<file path="src/rtl/apb4m_pkg.sv">
// Shared types and width helpers for the APB4 requester.
package apb4m_pkg;

    typedef enum logic [1:0] {
        OP_WRITE = 2'd0,
        OP_READ  = 2'd1,
        OP_RMW   = 2'd2
    } op_e;

    typedef enum logic [1:0] {
        ST_IDLE,
        ST_SETUP,
        ST_ACCESS,
        ST_RESP
    } state_e;

    function automatic int strb_width(input int data_w);
        return data_w / 8;
    endfunction

    // Never narrower than one bit so a disabled timeout still elaborates cleanly.
    function automatic int tcnt_width(input int timeout_cyc);
        return (timeout_cyc < 1) ? 1 : $clog2(timeout_cyc + 1);
    endfunction

endpackage

</file>
<file path="src/rtl/apb4m_timeout.sv">
// ACCESS-phase wait counter; flags the cycle on which a still-waiting transfer must be aborted.
module apb4m_timeout
    import apb4m_pkg::*;
#(
    parameter int TIMEOUT_CYC = 256
) (
    input  logic clk,
    input  logic rst_n,
    input  logic clr,
    input  logic en,
    output logic expired
);

    generate
        if (TIMEOUT_CYC > 0) begin : g_cnt
            localparam int CW = tcnt_width(TIMEOUT_CYC);
            logic [CW-1:0] cnt;

            always_ff @(posedge clk) begin
                if (!rst_n) begin
                    cnt <= '0;
                end else if (clr) begin
                    cnt <= '0;
                end else if (en) begin
                    cnt <= cnt + CW'(1);
                end
            end

            // cnt holds the number of wait cycles already spent, so this is the last allowed one.
            assign expired = (cnt == CW'(TIMEOUT_CYC - 1));
        end else begin : g_off
            logic unused_tie;
            assign unused_tie = clk ^ rst_n ^ clr ^ en;
            assign expired    = 1'b0;
        end
    endgenerate

endmodule

</file>
<file path="src/rtl/apb4m_ctrl.sv">
// APB4 requester: one transfer at a time from a command channel, result on a response channel,
// with hardware read-modify-write and an ACCESS-phase timeout.
module apb4m_ctrl
    import apb4m_pkg::*;
#(
    parameter int ADDR_W      = 32,
    parameter int DATA_W      = 32,
    parameter int TIMEOUT_CYC = 256
) (
    input  logic                            pclk,
    input  logic                            presetn,
    input  logic                            cmd_valid,
    output logic                            cmd_ready,
    input  logic [1:0]                      cmd_op,
    input  logic [ADDR_W-1:0]               cmd_addr,
    input  logic [DATA_W-1:0]               cmd_wdata,
    input  logic [strb_width(DATA_W)-1:0]   cmd_strb,
    input  logic [DATA_W-1:0]               cmd_mask,
    input  logic [2:0]                      cmd_prot,
    output logic                            rsp_valid,
    input  logic                            rsp_ready,
    output logic [DATA_W-1:0]               rsp_rdata,
    output logic                            rsp_slverr,
    output logic                            rsp_timeout,
    output logic                            psel,
    output logic                            penable,
    output logic                            pwrite,
    output logic [ADDR_W-1:0]               paddr,
    output logic [DATA_W-1:0]               pwdata,
    output logic [strb_width(DATA_W)-1:0]   pstrb,
    output logic [2:0]                      pprot,
    input  logic [DATA_W-1:0]               prdata,
    input  logic                            pready,
    input  logic                            pslverr
);

    state_e            state, state_next;
    logic              rmw_q, wphase_q;
    logic [DATA_W-1:0] wdata_q, mask_q;
    logic              accept, acc_done, acc_abort, rmw_go, acc_end, to_expired;
    logic              cmd_is_write, cmd_is_rmw;

    function automatic logic [DATA_W-1:0] rmw_merge(input logic [DATA_W-1:0] new_val,
                                                    input logic [DATA_W-1:0] mask,
                                                    input logic [DATA_W-1:0] old_val);
        return (new_val & mask) | (old_val & ~mask);
    endfunction

    // Opcode 3 is not decoded, so it falls through as a plain read.
    assign cmd_is_write = (cmd_op == OP_WRITE);
    assign cmd_is_rmw   = (cmd_op == OP_RMW);
    assign accept       = cmd_valid && cmd_ready;
    assign acc_end      = acc_abort || (acc_done && !rmw_go);

    apb4m_timeout #(
        .TIMEOUT_CYC (TIMEOUT_CYC)
    ) u_timeout (
        .clk     (pclk),
        .rst_n   (presetn),
        .clr     (state == ST_SETUP),
        .en      ((state == ST_ACCESS) && !pready),
        .expired (to_expired)
    );

    always_ff @(posedge pclk) begin
        if (!presetn) begin
            state <= ST_IDLE;
        end else begin
            state <= state_next;
        end
    end

    always_comb begin
        state_next = state;
        cmd_ready  = 1'b0;
        psel       = 1'b0;
        penable    = 1'b0;
        rsp_valid  = 1'b0;
        acc_done   = 1'b0;
        acc_abort  = 1'b0;
        rmw_go     = 1'b0;
        case (state)
            ST_IDLE: begin
                cmd_ready = presetn;
                if (cmd_valid) begin
                    state_next = ST_SETUP;
                end
            end
            ST_SETUP: begin
                psel       = 1'b1;
                state_next = ST_ACCESS;
            end
            ST_ACCESS: begin
                psel    = 1'b1;
                penable = 1'b1;
                // A completing pready takes priority over an expiring timeout on the same edge.
                if (pready) begin
                    acc_done = 1'b1;
                    if (rmw_q && !wphase_q && !pslverr) begin
                        rmw_go     = 1'b1;
                        state_next = ST_SETUP;
                    end else begin
                        state_next = ST_RESP;
                    end
                end else if (to_expired) begin
                    acc_abort  = 1'b1;
                    state_next = ST_RESP;
                end
            end
            ST_RESP: begin
                rsp_valid = 1'b1;
                if (rsp_ready) begin
                    state_next = ST_IDLE;
                end
            end
            default: state_next = ST_IDLE;
        endcase
    end

    always_ff @(posedge pclk) begin
        if (!presetn) begin
            paddr       <= '0;
            pwrite      <= 1'b0;
            pwdata      <= '0;
            pstrb       <= '0;
            pprot       <= '0;
            rsp_rdata   <= '0;
            rsp_slverr  <= 1'b0;
            rsp_timeout <= 1'b0;
            rmw_q       <= 1'b0;
            wphase_q    <= 1'b0;
        end else begin
            if (accept) begin
                paddr    <= cmd_addr;
                pprot    <= cmd_prot;
                pwrite   <= cmd_is_write;
                pwdata   <= cmd_is_write ? cmd_wdata : '0;
                pstrb    <= cmd_is_write ? cmd_strb : '0;
                rmw_q    <= cmd_is_rmw;
                wphase_q <= 1'b0;
            end
            if (rmw_go) begin
                pwrite    <= 1'b1;
                pstrb     <= '1;
                pwdata    <= rmw_merge(wdata_q, mask_q, prdata);
                wphase_q  <= 1'b1;
                rsp_rdata <= prdata;
            end
            // The RMW write phase keeps the original read value captured above.
            if (acc_end) begin
                rsp_slverr  <= acc_abort || pslverr;
                rsp_timeout <= acc_abort;
                if (!wphase_q) begin
                    if (pwrite) begin
                        rsp_rdata <= '0;
                    end else begin
                        rsp_rdata <= acc_done ? prdata : '0;
                    end
                end
            end
        end
    end

    always_ff @(posedge pclk) begin
        if (accept) begin
            wdata_q <= cmd_wdata;
            mask_q  <= cmd_mask;
        end
    end

endmodule

</file>
<file path="config.mk">
export PLATFORM = sky130hd
export DESIGN_NAME = apb4m_ctrl
export DESIGN_NICKNAME = d
export VERILOG_FILES = /design/src/rtl/apb4m_pkg.sv /design/src/rtl/apb4m_timeout.sv /design/src/rtl/apb4m_ctrl.sv
export SDC_FILE = /design/constraint.sdc
export NUM_CORES = 1
export LEC_CHECK = 0
export BUFFER_PORTS_ARGS = -buffer_cell sky130_fd_sc_hd__clkbuf_2
export CAP_MARGIN = 10
export CORE_MARGIN = 2
export CORE_UTILIZATION = 46
export DETAILED_ROUTE_END_ITERATION = 10
export PLACE_DENSITY = 0.77
export SKIP_CTS_REPAIR_TIMING = 1
export SLEW_MARGIN = 15
export SYNTH_ARGS = -nofsm -noshare
export SYNTH_HDL_FRONTEND = slang
export SYNTH_SLANG_ARGS = --single-unit
</file>
<file path="constraint.sdc">
create_clock -name pclk -period 3.3 [get_ports pclk]
set_input_delay 0.165 -clock pclk [delete_from_list [all_inputs] [get_ports pclk]]
set_output_delay 0.165 -clock pclk [all_outputs]
set_load 0.01 [all_outputs]
</file>
==> flow_summary.json <==
{
  "clock_sink_count": 183,
  "fin_tns_setup_ns": 0,
  "first_global_vias": 6286,
  "critPathCaptureType": "register",
  "cp_slowest_stage_delay_ns": 0.78,
  "drc": 0,
  "worst_pin_slew_ns": 1.145,
  "yosysWarnings": 0,
  "cts_tree": "done",
  "ys.flop_type": "dfxtp_1",
  "antenna_cells": 0,
  "p_seq_frac": 0.478,
  "dieWidth_um": 132.4,
  "ir_worst_vdd_uv": 411.3,
  "busiest_layer": "met2",
  "cts-buffers-inserted": 17,
  "min_to": "pstrb[2]",
  "power_leakage_nw": 4.217,
  "track_usage": 0.2337,
  "wire_per_inst_um": 18.45,
  "async_flop_share": 0,
  "finalHoldViolations": 0,
  "h-tree-depth": 4,
  "status": "completed",
  "synth-seq-cells": 183,
  "dr.first_iter.drc_count": 401,
  "grt_use_met1": 0.2933,
  "clk_latency_ns": 0.42,
  "vias": 6718,
  "crit_type": "reg2reg",
  "sw_frac_of_total": 0.2917,
  "required_ns": 3.63,
  "fin_area_um2": 10460,
  "cts-root-buf": "clkbuf_16",
  "fin_skew_ns": 0.01050,
  "slew_headroom": 0.2356,
  "holdWs_ns": 0.003957,
  "crit-reg2reg-launch": "state[0]",
  "overflow": 0,
  "dpl_cell_area_um2": 8945,
  "grt_pass1_wl_mm": 32.51,
  "area_growth_pct": 38.01,
  "gr-usage-met3": 0.06190,
  "crit_slowest_cell": "buf_4",
  "clk_pin_slew_ns": 0.07,
  "finalSetupViolCount": 0,
  "nets": 1146,
  "clockPowerShare": 0.326,
  "r2r_end": "pwdata[3]",
  "final_common_cell": "clkbuf_2",
  "vias_per_cell": 5.480,
  "placed_cells": 1095,
  "syn_avg_cell_area_um2": 11.23,
  "power.internal_mw": 3.989,
  "cts_buffer_depth": 2,
  "min_path_cells": 3,
  "max_freq_ghz": 0.4252,
  "critPathTopFamily": "buffers and inverters",
  "ant_nets": 0,
  "crit_fanout": 74,
  "yosysSeqAreaShare": 0.5678,
  "rsz0062_at_grt": "false",
  "nFillCells": 1203,
  "die_h_um": 132.4,
  "ys_types": 44,
  "mostFrequentLayoutCells": "clkbuf_2, dfxtp_1, dlygate4sd3_1, nand2_1, nand3_1",
  "start_util": 0.4738,
  "hpwl_mm": 13.67,
  "startpoint_type": "register",
  "dieArea_um2": 17520,
  "rr_worst_depth": 6,
  "reg2reg_slack_ns": 0.95,
  "core-area_um2": 16000,
  "worstPathCellList": "inv_1, ha_1, nand3_4, buf_4, a22oi_1, a221oi_2",
  "crit_arrival_ns": 2.68,
  "final_layout_size_suffix_gt1_frac": 0.3624,
  "max-cap-violations": 0,
  "antenna_found_initial": 0,
  "synth-edff-count": 64,
  "place_congestion": 0.7874,
  "stdcell_count": 1226,
  "port_buffers": 252,
  "layout_min_cycle_time_ns": 2.352,
  "grt_max_degree": 75,
  "hold_class": "in2reg",
  "crit_buf_inv": 2,
  "hold_start": "cmd_strb[2]",
  "syn_area_um2": 7581,
  "syn_inst": 675,
  "postRouteWirelength_mm": 22.61,
  "netSwitchingPower_mw": 1.643,
  "p_per_area_nw_per_um2": 538.3,
  "syn-num-nets": 824,
  "period_share": 0.7127,
  "gr-usage-met2": 0.3846,
  "slew_viol_final": 0,
  "power_frac_comb": 0.196,
  "rows": 46,
  "dr.pass1.iters": 5,
  "ioPinCount": 253
}
-- power groups by stage --
stage	Sequential, mW	Combinational, mW	Clock [mW]
global placement	2.72	0.983	0
global route	2.71	1.19	1.95
finish	2.69	1.11	1.84
floorplan	2.78	0.545	0
detailed placement	2.73	0.993	0
CTS	2.69	0.995	1.86
-- cells by family after synthesis --
family | share of synthesized area
and+or+nand+nor | 0.1220
xor gates and xnor gates | 0.002311
muxes | 0.04506
adders and majority gates | 0.009902
buffers and inverters | 0.04720
AOI/OAI and AO/OA | 0.2058
DFF | 0.5677
-- metrics by stage --
stage	total power, mW	util	setup WS, ns
finish	5.632	0.6539	0.9481
detailed placement	3.725	0.5590	1.057
floorplan	3.326	-	0.02236
global placement	3.708	0.5590	1.125
CTS	5.538	0.5920	0.9836
global route	5.848	0.6539	0.8384
-- final cells by class --
class,count,area (um2),share of cell area
clock buffers,20,446.7,0.04269
clock inverters,12,80.08,0.007654
inverters,8,32.53,0.003109
multi-input cells,421,2939,0.2809
flip-flops and latches,183,4304,0.4114
well taps,216,270.3,0.02583
repair buffers,366,2390,0.2284
-- worst register-to-register path, stage by stage (launching register included) --
cell      delay [ns]
dfxtp_1         0.42
inv_1           0.09
ha_1            0.27
nand3_4         0.09
buf_4           0.78
a22oi_1         0.28
a221oi_2        0.32
-- how the worst max path moves through the flow --
stage	end	depth (start not counted)	start	slack [ns]
after floorplan	mask_q[0]	6	state[0]	0.02
after global placement	pwdata[3]	6	state[0]	1.13
after detailed placement	pwdata[31]	6	state[0]	1.06
after CTS	pwdata[3]	6	state[0]	0.98
after global routing	pwdata[3]	6	state[0]	0.84
final	pwdata[3]	6	state[0]	0.95
-- registers in the layout, indices dropped and copies added, names as in the netlist --
register / flops
mask_q: 32
wphase_q: 1
wdata_q: 32
rsp_timeout: 1
rmw_q: 1
pwrite: 1
rsp_rdata: 32
pwdata: 32
u_timeout.g_cnt.cnt: 9
pstrb: 4
state: 2
paddr: 32
pprot: 3
rsp_slverr: 1
-- cells in the mapped netlist (3+ instances only) --
cell | number | area, um2
buf_6 | 8 | 90.09
clkbuf_1 | 28 | 105.1
buf_4 | 3 | 22.52
o21ai_0 | 37 | 185.2
dfxtp_1 | 119 | 2382
ha_1 | 6 | 75.07
a22oi_2 | 27 | 337.8
o211ai_1 | 33 | 247.7
nand2_1 | 83 | 311.6
mux2i_1 | 33 | 330.3
and2_1 | 3 | 18.77
a22oi_1 | 5 | 37.54
a221oi_2 | 30 | 450.4
a31oi_1 | 6 | 37.54
nand3_1 | 74 | 370.4
buf_1 | 8 | 30.03
nand2b_1 | 4 | 25.02
a21oi_1 | 43 | 215.2
buf_2 | 16 | 80.08
edfxtp_1 | 64 | 1922
or3_1 | 3 | 18.77
inv_1 | 7 | 26.28
nor2_1 | 6 | 22.52
-- layer usage --
layer	wire length [um]	part of all wire	up-vias
li1	-	-	3154
met1	9372	0.41	3227
met2	11040	0.49	298
met3	1650	0.073	39
met4	546	0.024	0
met5	0	0	-
Note: power is estimated with default switching activity, not from simulation.
